--- src/rtl/reg_dump_ctrl_pkg.sv ---
// Shared types for the register-dump debug path: FSM encoding, debug command codes
// and word/byte geometry.
package reg_dump_ctrl_pkg;

  typedef enum logic [2:0] {
    S_IDLE    = 3'd0,
    S_READ    = 3'd1,
    S_CAPTURE = 3'd2,
    S_SEND    = 3'd3,
    S_DONE    = 3'd4
  } dump_state_e;

  typedef enum logic [1:0] {
    CMD_NOP  = 2'd0,
    CMD_DUMP = 2'd1,
    CMD_STEP = 2'd2,
    CMD_RUN  = 2'd3
  } dbg_cmd_e;

  function automatic int bytes_per_word(input int data_width, input int byte_width);
    return data_width / byte_width;
  endfunction

endpackage

--- src/rtl/reg_dump_ctrl_word_serializer.sv ---
// Holds one register word and presents it a byte at a time, LSB byte first;
// o_last marks the final byte of the word.
module reg_dump_ctrl_word_serializer
  import reg_dump_ctrl_pkg::*;
#(
  parameter int DATA_WIDTH = 32,
  parameter int BYTE_WIDTH = 8
) (
  input  logic                  i_clk,
  input  logic                  i_reset,
  input  logic                  i_load,
  input  logic [DATA_WIDTH-1:0] i_word,
  input  logic                  i_advance,
  output logic [BYTE_WIDTH-1:0] o_byte,
  output logic                  o_last
);

  localparam int BPW = bytes_per_word(DATA_WIDTH, BYTE_WIDTH);
  localparam int CW  = (BPW > 1) ? $clog2(BPW) : 1;

  logic [DATA_WIDTH-1:0] word_q;
  logic [CW-1:0]         byte_cnt;

  always_ff @(posedge i_clk) begin
    if (i_reset) begin
      word_q   <= '0;
      byte_cnt <= '0;
    end else if (i_load) begin
      word_q   <= i_word;
      byte_cnt <= '0;
    end else if (i_advance && !o_last) begin
      byte_cnt <= byte_cnt + 1'b1;
    end
  end

  assign o_byte = word_q[int'(byte_cnt)*BYTE_WIDTH +: BYTE_WIDTH];
  assign o_last = (byte_cnt == CW'(BPW - 1));

endmodule

--- src/rtl/reg_dump_ctrl.sv ---
// Register-file read-port arbiter: decode stage owns the ports normally; while the
// pipeline is halted a debug dump walks every register out to the UART byte by byte.
module reg_dump_ctrl
  import reg_dump_ctrl_pkg::*;
#(
  parameter int DATA_WIDTH  = 32,
  parameter int P_REG_WIDTH = 5,
  parameter int NUM_REGS    = 32,
  parameter int BYTE_WIDTH  = 8
) (
  input  logic                   i_clk,
  input  logic                   i_reset,
  input  logic                   i_start,
  input  logic                   i_halted,
  input  logic [P_REG_WIDTH-1:0] i_pipe_rs,
  input  logic [P_REG_WIDTH-1:0] i_pipe_rt,
  input  logic                   i_pipe_read_en,
  input  logic [DATA_WIDTH-1:0]  i_rf_data1,
  output logic [P_REG_WIDTH-1:0] o_rf_rs,
  output logic [P_REG_WIDTH-1:0] o_rf_rt,
  output logic                   o_rf_read_en,
  output logic [BYTE_WIDTH-1:0]  o_tx_data,
  output logic                   o_tx_valid,
  input  logic                   i_tx_ready,
  output logic                   o_busy,
  output logic                   o_done,
  output logic                   o_abort
);

  dump_state_e            state;
  logic [P_REG_WIDTH-1:0] reg_cnt;
  logic [BYTE_WIDTH-1:0]  ser_byte;
  logic                   ser_last;
  logic                   tx_fire;

  assign tx_fire = o_tx_valid && i_tx_ready;

  reg_dump_ctrl_word_serializer #(
    .DATA_WIDTH(DATA_WIDTH),
    .BYTE_WIDTH(BYTE_WIDTH)
  ) u_ser (
    .i_clk    (i_clk),
    .i_reset  (i_reset),
    .i_load   (state == S_CAPTURE),
    .i_word   (i_rf_data1),
    .i_advance(tx_fire),
    .o_byte   (ser_byte),
    .o_last   (ser_last)
  );

  // Losing the halt outranks everything but reset: the pipeline must get its ports back.
  always_ff @(posedge i_clk) begin
    o_done  <= 1'b0;
    o_abort <= 1'b0;
    if (i_reset) begin
      state      <= S_IDLE;
      reg_cnt    <= '0;
      o_tx_valid <= 1'b0;
      o_busy     <= 1'b0;
    end else if (state != S_IDLE && !i_halted) begin
      state      <= S_IDLE;
      o_abort    <= 1'b1;
      o_tx_valid <= 1'b0;
      o_busy     <= 1'b0;
    end else begin
      case (state)
        S_IDLE: if (i_start && i_halted) begin
          state   <= S_READ;
          reg_cnt <= '0;
          o_busy  <= 1'b1;
        end
        S_READ:    state <= S_CAPTURE;
        S_CAPTURE: begin
          state      <= S_SEND;
          o_tx_valid <= 1'b1;
        end
        S_SEND: if (tx_fire && ser_last) begin
          o_tx_valid <= 1'b0;
          if (reg_cnt < P_REG_WIDTH'(NUM_REGS - 1)) begin
            reg_cnt <= reg_cnt + 1'b1;
            state   <= S_READ;
          end else begin
            state  <= S_DONE;
            o_done <= 1'b1;
          end
        end
        S_DONE: begin
          state  <= S_IDLE;
          o_busy <= 1'b0;
        end
        default: state <= S_IDLE;
      endcase
    end
  end

  always_comb begin
    o_rf_rs      = i_pipe_rs;
    o_rf_rt      = i_pipe_rt;
    o_rf_read_en = i_pipe_read_en;
    if (o_busy) begin
      o_rf_rs      = reg_cnt;
      o_rf_rt      = '0;
      o_rf_read_en = (state == S_READ);
    end
  end

  assign o_tx_data = o_tx_valid ? ser_byte : '0;

endmodule

--- config.mk ---
export PLATFORM = sky130hd
export DESIGN_NAME = reg_dump_ctrl
export DESIGN_NICKNAME = d
export VERILOG_FILES = /design/src/rtl/reg_dump_ctrl_pkg.sv /design/src/rtl/reg_dump_ctrl_word_serializer.sv /design/src/rtl/reg_dump_ctrl.sv
export SDC_FILE = /design/constraint.sdc
export NUM_CORES = 1
export LEC_CHECK = 0
export CORE_MARGIN = 2
export CORE_UTILIZATION = 50
export DETAILED_ROUTE_END_ITERATION = 6
export HOLD_SLACK_MARGIN = 0.03
export PLACE_DENSITY_LB_ADDON = 0.2
export REMOVE_ABC_BUFFERS = 1
export SLEW_MARGIN = 20
export SYNTH_ARGS = -nofsm -noshare
export SYNTH_HDL_FRONTEND = slang
export SYNTH_HIERARCHICAL = 1
export SYNTH_SLANG_ARGS = --single-unit
--- constraint.sdc ---
create_clock -name i_clk -period 4.6 [get_ports i_clk]
set_clock_uncertainty 0.15 [all_clocks]
set_input_delay 1.15 -clock i_clk [delete_from_list [all_inputs] [get_ports i_clk]]
set_output_delay 1.15 -clock i_clk [all_outputs]
set_load 0.05 [all_outputs]
==> impl_metrics.yaml <==
logic_synthesis:
  synth_common_cells: "46 x dfxtp_1, 37 x nor2_1, 34 x mux2i_1"
  synth.avg_cell_area_um2: 10.3
  synth_most_common_cell: "dfxtp_1"
  netlist_area_um2: 2240
  synth_top_area_share_pct: 41.0
  synth_area_leaders: "dfxtp_1 41%, mux2i_1 15%, mux4_2 8.0%"
  ys.flop_type: "dfxtp_1"
  syn_inst: 218
  synth_seq_cells: 46
  async_reset_ff_share_pct: 0
  yosysWarnings: 6
  seq_area_frac_synth_pct: 41.0
  synth_edf_count: 0
  yosys.area.top_type: "dfxtp_1"
  ys_types: 37
run_status:
  outcome: "complete, no violations"
global_routing:
  gr-total-overflow: 0
  antenna_found_initial: 0
  grt_max_degree: 32
  grt_pass1_vias: 1839
  grtUsageTotal_pct: 20.1
  grt_pass1_wl_um: 8230
routing:
  avgRoutedWirePerCell_um: 13.8
  drt_iter0_drc: 73
  vias: 1810
  first_pass_iters: 4
  drc: 0
  vias_per_cell: 5.40
  ant_nets: 0
  drt_wl_total_um: 4640
critical_path:
  crit_chain: "clkdlybuf4s50_1 > mux2_2 > clkdlybuf4s50_1"
  arrival_ns: 2.54
  crit_top_cell: "clkdlybuf4s50_1"
  path_max_fanout: 1
  required_ns: 3.30
  critPathMaxStageDelay_ns: 0.80
  crit_slowest_cell: "clkdlybuf4s50_1"
  r2r_setup_slack_ns: 2.48
  critPathKind: "in2out"
  worst_setup_path_start_kind: "primary input"
  crit_path_end_kind: "output pin"
die:
  die_area_um2: 5040
  ios: 71
  dieWidth_um: 71.0
  rows: 24
  die_y_um: 71.0
  coreArea_um2: 4320
  start_util_pct: 51.9
cts:
  postCtsHoldBufs: 0
  cts_setup_buffers: 0
  cts_tree: "yes"
  htreeDepth: 2
  insertion_delay_ns: 0.30
  cts_buffer_depth: 2
  ctsResizeCount: 0
  cts_inserted_buffers: 5
  cts.sinks: 46
  cts_root_buf: "clkbuf_8"
  path_clk_slew_ns: 0.08
timing:
  tns_ns: 0
  slew_viol_final: 0
  setup_viol: 0
  tightest_slew_ns: 0.646
  rsz0062_at_grt: "no"
  slew_headroom_pct: 56.9
  final.min_clock_period_ns: 3.84
  finalHoldViolations: 0
  finalCritPeriodShare_pct: 83.5
  timing.fmax_ghz: 0.260
power_and_ir_drop:
  power_leakage_nw: 1.04
  vdd_drop_max_mv: 0.199
  p_total_w: 0.000807
  powerDensity_nw_per_um2: 268
place:
  hpwlAfterDp_um: 3330
  place.gp.congestion: 0.766
  io_buffer_count: 70
job:
  maxCapViolCount: 0
layout:
  area_delta_synth_final_pct: 34.4
  drive_above_1_share_pct: 11.3
  nets: 332
  diodes: 0
  nFillCells: 357
hold_path:
  hold_path_class: "reg2reg"
## critical path: cells and delay by family
kind	cells	cell delay, ns
buf+inv	2	1.25
mux	1	0.14
## metrics by stage
step                setup slack [ns]  area [µm²]  hold WS (ns)  util [%]  instances
floorplan                       1.43        2130         0.305         -        203
global placement               0.760        2920         0.318      67.5        327
detailed placement             0.757        2920         0.330      67.5        327
CTS                            0.725        3010         0.351      69.7        335
global route                   0.638        3010         0.385      69.7        335
finish                         0.759        3010         0.343      69.7        335
## routing by layer
layer | track usage, % | up-vias | share of wire, %
li1 | - | 889 | -
met1 | 25.2 | 849 | 43
met2 | 34.9 | 66 | 49
met3 | 5.13 | 6 | 6.7
met4 | 4.40 | 0 | 1.1
met5 | 0 | - | 0
## power by group
group | internal (W) | total (W) | switching, W
clock network | 0.000121 | 0.000258 | 0.000137
registers | 0.000405 | 0.000414 | 0.00000920
logic | 0.0000720 | 0.000135 | 0.0000633
## layout by cell type (no fill, tap or decap), types with 3 or more instances in the layout
cell	instances
mux4_2	8
o211ai_1	3
o21ai_0	6
clkdlybuf4s50_1	70
nand2_1	3
mux2_2	6
nand3_1	8
clkbuf_8	6
dfxtp_1	46
mux2i_1	34
nor3_1	6
nor2b_1	9
a21oi_1	5
nor2_1	36
and2_1	9
## state kept, by name, summed over array words and instances (netlist names)
signal          cells
o_busy              1
u_ser/word_q       32
u_ser/byte_cnt      2
o_done              1
reg_cnt             5
o_abort             1
o_tx_valid          1
state               3
## logic make-up (layout without fill, tap and decap cells)
kind of cell,count (synthesis),after routing,share of synthesized area [%]
XOR/XNOR,1,1,0.390
AND/OR/NAND/NOR,82,82,18.5
AO/OA/AOI/OAI,21,21,6.69
buffers and inverters,17,82,5.35
adder cells (fa/ha/maj),2,2,1.12
multiplexers,49,49,26.9
flip-flops,46,46,41.0
## final timing paths
path                                  startpoint                             to  cells past startpoint
setup reg to reg  u_ser/byte_cnt[0]$_SDFFE_PP0P_        reg_cnt[0]$_SDFFE_PP0P_                      5
hold / removal     u_ser/word_q[26]$_SDFFE_PP0P_  u_ser/word_q[26]$_SDFFE_PP0P_                      2
setup / recovery                    i_pipe_rs[0]                     o_rf_rs[0]                      3
hold reg to reg    u_ser/word_q[26]$_SDFFE_PP0P_  u_ser/word_q[26]$_SDFFE_PP0P_                      2
## cell type report
type                    instances  area (µm²)  share of cell area (%)
clock buffers                   6        82.6                    2.74
clock inverters                 2        12.5                   0.415
multi-input cells             155        1210                    40.1
repair buffers                 72         716                    23.7
inverters                       2        7.51                   0.249
well taps                      52        65.1                    2.16
flip-flops and latches         46         921                    30.6
(Power assumes the default switching activity.)
